### src/rtl/color_palette_regs.sv
// Double-buffered 32 x 8 colour palette: host reads/writes a shadow bank, pixels are looked up
// from an active bank that is refreshed from the shadow only at frame start.
module color_palette_regs #(
   parameter int                    ADDR_WIDTH    = 5,
   parameter int                    DATA_WIDTH    = 8,
   parameter logic [DATA_WIDTH-1:0] C_RESET_COLOR = '0
) (
   input  logic                  i_Clk,
   input  logic                  i_Reset,
   input  logic                  i_write_en,
   input  logic [ADDR_WIDTH-1:0] i_write_addr,
   input  logic [DATA_WIDTH-1:0] i_write_data,
   input  logic                  i_read_en,
   input  logic [ADDR_WIDTH-1:0] i_read_addr,
   output logic [DATA_WIDTH-1:0] o_read_data,
   output logic                  o_read_valid,
   input  logic                  i_Frame_Start,
   input  logic                  i_Commit_Hold,
   input  logic [ADDR_WIDTH-1:0] i_Pixel_Index,
   output logic [DATA_WIDTH-1:0] o_Pixel_Color,
   output logic                  o_Dirty,
   output logic                  o_Commit
);

   localparam int NUM_ENTRIES = 2 ** ADDR_WIDTH;

   typedef enum logic {
      ST_CLEAN = 1'b0,
      ST_DIRTY = 1'b1
   } state_t;

   logic [DATA_WIDTH-1:0] shadow [NUM_ENTRIES];
   logic [DATA_WIDTH-1:0] active [NUM_ENTRIES];

   state_t                state_q, state_d;
   logic                  commit_go;
   logic                  commit_q;
   logic [ADDR_WIDTH-1:0] pix_idx_q;
   logic [DATA_WIDTH-1:0] pix_color_q;
   logic [DATA_WIDTH-1:0] read_data_q;
   logic                  read_valid_q;

   // Commit FSM next-state logic.
   // NOTE: every always_comb output gets a default first so no path can infer a latch.
   always_comb begin
      state_d   = state_q;
      commit_go = 1'b0;
      unique case (state_q)
         ST_CLEAN: begin
            if (i_write_en) state_d = ST_DIRTY;
         end
         ST_DIRTY: begin
            if (i_Frame_Start && !i_Commit_Hold) begin
               commit_go = 1'b1;
               // A write landing on the commit cycle is not part of the copy.
               state_d   = i_write_en ? ST_DIRTY : ST_CLEAN;
            end
         end
         default: state_d = ST_CLEAN;
      endcase
   end

   // NOTE: sequential state uses non-blocking assignments so the commit copies pre-write shadow
   // and the pixel stage samples pre-commit active contents on the same edge.
   always_ff @(posedge i_Clk) begin
      if (i_Reset) begin
         state_q      <= ST_CLEAN;
         commit_q     <= 1'b0;
         pix_idx_q    <= '0;
         pix_color_q  <= '0;
         read_data_q  <= '0;
         read_valid_q <= 1'b0;
         // NOTE: both banks are flop arrays with a defined reset colour, so they are reset here;
         // a RAM-mapped memory would normally be left unreset.
         for (int i = 0; i < NUM_ENTRIES; i++) begin
            shadow[i] <= C_RESET_COLOR;
            active[i] <= C_RESET_COLOR;
         end
      end else begin
         state_q      <= state_d;
         commit_q     <= commit_go;
         pix_idx_q    <= i_Pixel_Index;
         pix_color_q  <= active[pix_idx_q];
         read_valid_q <= i_read_en;
         if (i_read_en) read_data_q <= shadow[i_read_addr];
         if (i_write_en) shadow[i_write_addr] <= i_write_data;
         if (commit_go) begin
            for (int i = 0; i < NUM_ENTRIES; i++) active[i] <= shadow[i];
         end
      end
   end

   assign o_read_data   = read_data_q;
   assign o_read_valid  = read_valid_q;
   assign o_Pixel_Color = pix_color_q;
   assign o_Dirty       = (state_q == ST_DIRTY);
   assign o_Commit      = commit_q;

endmodule

### config.mk
export PLATFORM = sky130hd
export DESIGN_NAME = color_palette_regs
export DESIGN_NICKNAME = d
export VERILOG_FILES = /design/src/rtl/color_palette_regs.sv
export SDC_FILE = /design/constraint.sdc
export NUM_CORES = 1
export LEC_CHECK = 0
export ABC_AREA = 1
export ABC_CLOCK_PERIOD_IN_PS = 10500
export CAP_MARGIN = 15
export CORE_MARGIN = 2
export CORE_UTILIZATION = 43
export DETAILED_ROUTE_END_ITERATION = 7
export SLEW_MARGIN = 20
export SYNTH_ARGS = -nofsm -noshare
export SYNTH_HDL_FRONTEND = slang
export SYNTH_SLANG_ARGS = --single-unit
### constraint.sdc
create_clock -name i_Clk -period 10.5 [get_ports i_Clk]
set_clock_uncertainty 0.2 [all_clocks]
set_input_delay 2.1 -clock i_Clk [delete_from_list [all_inputs] [get_ports i_Clk]]
set_output_delay 2.1 -clock i_Clk [all_outputs]
set_load 0.02 [all_outputs]
Word level (Yosys, flattened, before mapping) --
Memories as Yosys holds them, arrays and structs flattened. A register that Yosys moved wholly into a read port is not among the register bits. Cells that the tools add are included.
Word-level totals: bits in registers 8, bits in writable memories 512, output and inout port bits 19, word-level logic and storage cells 89, memories kept 2
Memory list:
- active | words 32, bits a word 8, read ports 1, clocked after Yosys merged registers in 1, write ports 32, line 33 | logic [DATA_WIDTH-1:0] active [NUM_ENTRIES];
- shadow | words 32, bits a word 8, read ports 33, clocked after Yosys merged registers in 1, write ports 32, line 32 | logic [DATA_WIDTH-1:0] shadow [NUM_ENTRIES];
Cells by class: muxes and demuxes 47, bitwise logic cells 33, reductions and logical operators 3
Operator list (number):
- 2-to-1 mux 8 bit | 33
- bitwise OR 1 bit | 32
- 2-to-1 mux 1 bit | 12
- OR reduction 8 bit | 1
- 2-to-1 mux 5 bit | 1
- case mux 1 bit (2 select lines) | 1
- logical AND 1 bit | 1
- zero test 1 bit | 1
- NOT 1 bit | 1

Depth between registers and ports, before layout --
Gate-level depths: netlist (run 1).
depth after elaboration 8, gate-level depth with buffers 11, gate-level depth less buffers 9

Least setup slack after synthesis (run 1) --
No wires, ideal clock.
kind input-to-reg, start input port i_Reset, end memory active[0][0] (enable), library setup time 1.955 ns, data arrival time 6.638 ns, required time 8.345 ns, slack 1.706 ns, stages on the path 3, cell sequence inv_2 > clkbuf_1 > nand2_1
RTL lines:
- start: declaration | line 9 | input logic i_Reset,
- end: declaration | line 33

==> out/metrics.csv, run 1 <==
metric;value;unit
worst_hold_path_type;flip-flop to flip-flop;
worst_slew_pin_slew;1180;ps
hold_buffers;0;
synth-xor-area-share;0;%
setup_viol;0;
tritoncts.num_buffers;54;
initial_utilization;43.6;%
htreeDepth;2;
crit_path_end_kind;flip-flop;
routedWlPerCell;20.7;microns
startpoint_type;input port;
num_antenna_cells;0;
clk_pin_slew;60;ps
ir_worst_vdd;0.111;mV
fin_ws;5550;ps
dieWidth;243;microns
maxSlewViolCount;0;
status;finished, final reports clean;
worstPathRequired;10570;ps
grt_antenna_before_repair;0;
post_synthesis_compound_gate_area_fraction;2.47;%
setup_repair_after_global_routing_missed_its_margin;false;
first_global_vias;17300;
cts_resized;0;
globalRouteTotalUtil;23.9;%
yosys_warnings;0;
count_of_endpoints_failing_hold_in_the_final_timing_report;0;
number_of_cells_on_the_worst_hold_path;2;
peak_fanout_along_the_critical_path;51;
cts_root_buf;sky130_fd_sc_hd__clkbuf_16;
headroom_to_the_max_slew_limit;20.9;%
synth_top_area_share;62.5;%
critical_path.cell_chain;buf_4, inv_2, buf_4, nand2_1, nor3_4, nand2_2, nand2_1;
use_met1;33.8;%
ys_seq_area_share;64.4;%
p_leak;11.5;nW
instance_count_of_the_mapped_netlist;2651;
reg2reg_depth;8;
antenna_violating_nets_post_route;0;
hold-worst-slack;338;ps
overflow;0;
place.detailed.hpwl;42.9;mm
tritoncts;yes;
muxShareOfSynthArea;0;%
cts_setup_buffers;0;
fmaxAchievable;202;MHz
reported_max_cap_violation_count;0;
fp.dieArea;0.0592;sq mm
i_o_pin_total;48;
ys_seq_elements;536;
via_per_inst;5.30;
count_of_clock_tree_sinks;536;
gpl.final_weighted_congestion;0.885;
crit_path_class;input port to flip-flop;
layout.nets;2640;
post_synth_main_area_contributors;sky130_fd_sc_hd__edfxtp_1, sky130_fd_sc_hd__nand2_1, sky130_fd_sc_hd__nor2_1;
synth_adder_area_share;0;%
post-route-cell-area;0.0273;sq mm
insertion_delay;610;ps
synthSimpleGateAreaFrac;25.9;%
drive_above_1_share;6.02;%
grt_util_met2;37.2;%
floorplan.core_area;0.0565;sq mm
largest_net_degree_at_the_start_of_global_routing;189;
sum_of_negative_setup_slack;0;ps
max_stage_delay;1010;ps
final_period_minus_worst_setup_slack;4950;ps
syn-cell-area;0.0246;sq mm
power_density;181;mW/mm^2
slowest_stage;sky130_fd_sc_hd__nor3_4;
yosys.area.top_type;sky130_fd_sc_hd__edfxtp_1;
detail_route.drc_violations;0;
synth_top_family_by_area;simple AND/OR/NAND/NOR gates;
drt_first_pass_iters;7;
drt-total-wl;70.6;mm
placed_cell_area;0.0255;sq mm
postSynthNetCount;2680;
number_of_drc_markers_in_iteration_0;2014;
dieHeight;243;microns
avgSynthCellArea;9.29;sq um
place_worst_setup_slack;4950;ps
yosys.cell_types.count;19;
use_met3;3.16;%
timing.final.crit_share;47.2;%
grt_first_pass_wirelength;106;mm
clk_path_buf_depth;3;
timing.critical_path.arrival;5030;ps
num_vias;18100;
flow.area_growth_from_synthesis;11.1;%
buffer_ports.inserted;47;
gr-max-usage-layer;met2;
core.rowCount;87;
per-stage QoR:
step | total power (W) | utilization [%] | std cells
2_1_floorplan | 0.00284 | - | 2651
3_3_place_gp | 0.00300 | 45.1 | 3310
3_5_place_dp | 0.00301 | 45.1 | 3310
4_1_cts | 0.00495 | 48.3 | 3412
5_1_grt | 0.00509 | 48.4 | 3413
6_report | 0.00494 | 48.4 | 3413
kinds of logic (layout without fill, tap and decap cells):
group | count (synthesis) | count (layout)
compound gates | 113 | 113
simple gates | 1552 | 1552
buf+inv | 450 | 456
flops | 536 | 536
flip-flops by register name (all words and copies together) (netlist names):
name,flops
active,256
shadow,256
o_Pixel_Color,8
o_read_data,8
pix_idx_q,5
o_Commit,1
o_Dirty,1
o_read_valid,1
cells in the final DEF (no fill, tap or decap), drive strengths merged:
| cell | count |
|---|---|
| nand2 | 622 |
| nor2 | 588 |
| edfxtp | 512 |
| nand3 | 330 |
| inv | 288 |
| clkbuf | 78 |
| o21ai | 63 |
| clkdlybuf4s50 | 44 |
| a21oi | 32 |
| dfxtp | 24 |
| buf | 22 |
| clkinv | 18 |
| nor3 | 12 |
| o22ai | 6 |
| o31ai | 6 |
| o221ai | 4 |
| clkinvlp | 3 |
| bufinv | 3 |
| o211ai | 2 |
metal layers:
layer,up-vias,part of all wire [%]
met4,0,4.1
met3,151,8.4
met5,-,0
met2,825,45
met1,8615,42
li1,8499,-
worst max-delay path, delay by kind of cell:
kind                   cells  cell delay [ps]
and+or+nand+nor            4             2090
buffers and inverters      3              820
path summary, 6_finish.rpt:
check	from	end	slack, ps
hold reg to reg	o_Dirty$_SDFF_PP0_	o_Dirty$_SDFF_PP0_	340
hold / removal	o_Dirty$_SDFF_PP0_	o_Dirty$_SDFF_PP0_	340
setup reg to reg	pix_idx_q[0]$_SDFF_PP0_	o_Pixel_Color[4]$_SDFF_PP0_	6580
setup / recovery	i_Reset	shadow[2][2]$_SDFFCE_PN0P_	5550
power breakdown:
| group | internal, W | switching [W] | total [W] |
|---|---|---|---|
| Combinational | 0.000111 | 0.000314 | 0.000424 |
| Sequential | 0.00248 | 0.0000727 | 0.00255 |
| Clock | 0.00114 | 0.000826 | 0.00197 |
cells in the mapped netlist:
cell type / n
sky130_fd_sc_hd__a21oi_1: 32
sky130_fd_sc_hd__buf_1: 10
sky130_fd_sc_hd__nand2_1: 590
sky130_fd_sc_hd__nand3_1: 330
sky130_fd_sc_hd__nor3_1: 8
sky130_fd_sc_hd__nor2_1: 588
sky130_fd_sc_hd__edfxtp_1: 512
sky130_fd_sc_hd__o31ai_1: 6
sky130_fd_sc_hd__o21ai_0: 63
sky130_fd_sc_hd__inv_2: 4
sky130_fd_sc_hd__o221ai_1: 4
sky130_fd_sc_hd__nand2_2: 32
sky130_fd_sc_hd__clkbuf_1: 82
sky130_fd_sc_hd__nor3_4: 4
sky130_fd_sc_hd__inv_1: 284
sky130_fd_sc_hd__buf_2: 70
sky130_fd_sc_hd__o211ai_1: 2
sky130_fd_sc_hd__o22ai_1: 6
sky130_fd_sc_hd__dfxtp_1: 24
layout make-up:
type / count / area [sq um]
Tap cell: 756 / 946
Timing Repair Buffer: 66 / 636
Clock inverter: 24 / 203
Sequential cell: 536 / 15900
Clock buffer: 78 / 1610
Inverter: 288 / 1090
Multi-Input combinational cell: 1665 / 7000
Fill cell: 5237 / 29200
Power figures use the tool's default switching activity.
==> run 2: changes to the inputs <==
--- a/config.mk
+++ b/config.mk
@@ -6,7 +6,7 @@
 export NUM_CORES = 1
 export LEC_CHECK = 0
 export ABC_AREA = 1
-export ABC_CLOCK_PERIOD_IN_PS = 10500
+export ABC_CLOCK_PERIOD_IN_PS = 4450
 export CAP_MARGIN = 15
 export CORE_MARGIN = 2
 export CORE_UTILIZATION = 43
==> constraint.sdc (replaced) <==
create_clock -name i_Clk -period 4.45 [get_ports i_Clk]
set_clock_uncertainty 0.2 [all_clocks]
set_input_delay 0.89 -clock i_Clk [delete_from_list [all_inputs] [get_ports i_Clk]]
set_output_delay 0.89 -clock i_Clk [all_outputs]
set_load 0.02 [all_outputs]
==> out/metrics.csv, run 2 (synthesis gave the netlist of run 1 again) <==
metric;value;unit;change
grt_first_pass_wirelength;107;mm;was 106 mm
place.detailed.hpwl;43.7;mm;was 42.9 mm
sum_of_negative_setup_slack;0;ps;unchanged
intPower;0.00880;W;was 0.00373 W
hold_buffers;0;;unchanged
drive_above_1_share;6.63;%;was 6.02%
cts_root_buf;sky130_fd_sc_hd__clkbuf_16;;unchanged
critical_path.cell_chain;clkdlybuf4s50_1, inv_1, nor3_4, buf_4, nand2_2, nand2_1;;was buf_4, inv_2, buf_4, nand2_1, nor3_4, nand2_2, nand2_1
fp.dieArea;0.0592;sq mm;unchanged
number_of_drc_markers_in_iteration_0;2109;;was 2014
globalRouteTotalUtil;23.9;%;about the same
insertion_delay;610;ps;about the same
final_period_minus_worst_setup_slack;3040;ps;
tritoncts;yes;;unchanged
antenna_violating_nets_post_route;0;;unchanged
post-route-cell-area;0.0276;sq mm;was 0.0273 sq mm
maxSlewViolCount;0;;unchanged
power_density;421;mW/mm^2;was 181 mW/mm^2
max_stage_delay;640;ps;was 1010 ps
report.power.total;0.0116;W;was 0.00494 W
grt_antenna_before_repair;0;;unchanged
clk_pin_slew;60;ps;about the same
cts_setup_buffers;0;;unchanged
routedWlPerCell;20.4;microns;was 20.7 microns
tritoncts.num_buffers;55;;was 54
clk_path_buf_depth;3;;unchanged
slowest_stage;sky130_fd_sc_hd__nor3_4;;unchanged
setup_repair_after_global_routing_missed_its_margin;false;;unchanged
num_antenna_cells;0;;unchanged
detail_route.drc_violations;0;;unchanged
largest_registers;active x256, shadow x256;;unchanged
gpl.final_weighted_congestion;0.831;;was 0.885
layout.nets;2670;;was 2640
largest_net_degree_at_the_start_of_global_routing;129;;was 189
overflow;0;;unchanged
critical_path.top_delay_family;buffers and inverters;;was simple AND/OR/NAND/NOR gates
most_common_cell_after_layout_fill_and_taps_aside;sky130_fd_sc_hd__nand2_1;;unchanged
initial_utilization;43.6;%;unchanged
htreeDepth;2;;unchanged
seq_power_share;51.4;%;was 51.6%
crit_path_end_kind;flip-flop;;unchanged
crit_path_class;input port to flip-flop;;unchanged
dieHeight;243;microns;unchanged
setup_viol;0;;unchanged
status;finished, final reports clean;;unchanged
fillers;5257;;was 5237
switching_part_of_the_total_power;24.5;%;about the same
cts_resized;0;;unchanged
critical_path_buf_inv_count;3;;unchanged
peak_fanout_along_the_critical_path;9;;was 51
via_per_inst;5.26;;was 5.30
i_o_pin_total;48;;unchanged
ir_worst_vdd;0.298;mV;was 0.111 mV
core.rowCount;87;;unchanged
buffer_ports.inserted;47;;unchanged
num_vias;18100;;about the same
hold-worst-slack;325;ps;was 338 ps
worst_slew_pin_slew;1150;ps;was 1180 ps
startpoint_type;input port;;unchanged
flow.area_growth_from_synthesis;12.3;%;was 11.1%
timing.final.crit_share;68.4;%;
reported_max_cap_violation_count;0;;unchanged
count_of_endpoints_failing_hold_in_the_final_timing_report;0;;unchanged
drt-total-wl;70.4;mm;was 70.6 mm
mostFrequentLayoutCells;sky130_fd_sc_hd__nand2_1, sky130_fd_sc_hd__nor2_1, sky130_fd_sc_hd__edfxtp_1;;unchanged
headroom_to_the_max_slew_limit;23.4;%;was 20.9%
placed_cell_area;0.0258;sq mm;was 0.0255 sq mm
p_leak;11.7;nW;was 11.5 nW
timing.critical_path.arrival;3120;ps;was 5030 ps
fmaxAchievable;329;MHz;
p_comb_share;8.9;%;was 8.6%
first_global_vias;17200;;was 17300
dieWidth;243;microns;unchanged
power_switching;0.00285;W;was 0.00121 W
worst_hold_path_type;flip-flop to flip-flop;;unchanged
clock_network_power_share;39.7;%;was 39.8%
drt_first_pass_iters;6;;was 7
count_of_clock_tree_sinks;536;;unchanged
floorplan.core_area;0.0565;sq mm;unchanged
worstPathRequired;4520;ps;was 10570 ps
-- run 2: changes by cell type in the layout (fill, tap and decap cells not counted) --
cell                        delta
sky130_fd_sc_hd__clkinv_1      +9
sky130_fd_sc_hd__nor3_1        +1
sky130_fd_sc_hd__nand2_8       +1
sky130_fd_sc_hd__nor3_2        -1
sky130_fd_sc_hd__buf_12        +9
sky130_fd_sc_hd__clkbuf_16     -2
sky130_fd_sc_hd__buf_4        +21
sky130_fd_sc_hd__buf_16        -1
sky130_fd_sc_hd__inv_2         -3
sky130_fd_sc_hd__clkbuf_1      -2
sky130_fd_sc_hd__clkinv_2      -9
sky130_fd_sc_hd__nand2_4       -1
sky130_fd_sc_hd__clkbuf_8      +4
sky130_fd_sc_hd__inv_1         +3
-- run 2: metal layers --
layer  global-route usage, %  wire [microns]
met5                       0               0
met4                    7.94            2240
met3                    3.73            5900
met2                    37.4           32000
met1                    34.1           30200
-- run 2: worst min-delay path, delay by kind of cell, from the launching register on --
family | cells | cell delay, ps
AOI/OAI and AO/OA | 1 | 70
DFF | 1 | 330
and+or+nand+nor | 1 | 60
-- run 2: cell type report --
type	count	area, sq um	area share [%]
flip-flops and latches	536	15900	57.4
clock inverters	24	191	0.693
multi-input cells	1665	7000	25.3
well taps	756	946	3.42
clock buffers	78	1610	5.82
inverters	288	1090	3.94
repair buffers	95	946	3.42
-- run 2: worst paths after layout --
check	start	endpoint	slack, ps	cells after the start
max	i_write_addr[0]	shadow[27][3]$_SDFFCE_PN0P_	1410	6
min	o_Dirty$_SDFF_PP0_	o_Dirty$_SDFF_PP0_	330	2
max reg2reg	pix_idx_q[0]$_SDFF_PP0_	o_Pixel_Color[3]$_SDFF_PP0_	1460	7
min reg2reg	o_Dirty$_SDFF_PP0_	o_Dirty$_SDFF_PP0_	330	2
-- run 2: power by group through the flow --
stage                     clock network (W)  registers [W]  logic [W]
after floorplan                           0        0.00605   0.000624
after CTS                           0.00466        0.00599    0.00104
after detailed placement                  0        0.00609    0.00103
after global placement                    0        0.00609    0.00102
final                               0.00462        0.00599    0.00104
after global routing                0.00485        0.00602    0.00114
-- run 2: per-stage QoR --
step,util (%),worst slack (ps),instances
2_1_floorplan,-,904,2651
3_3_place_gp,45.7,890,3340
3_5_place_dp,45.7,833,3340
4_1_cts,48.9,1460,3442
5_1_grt,48.9,1360,3442
6_report,48.9,1410,3442
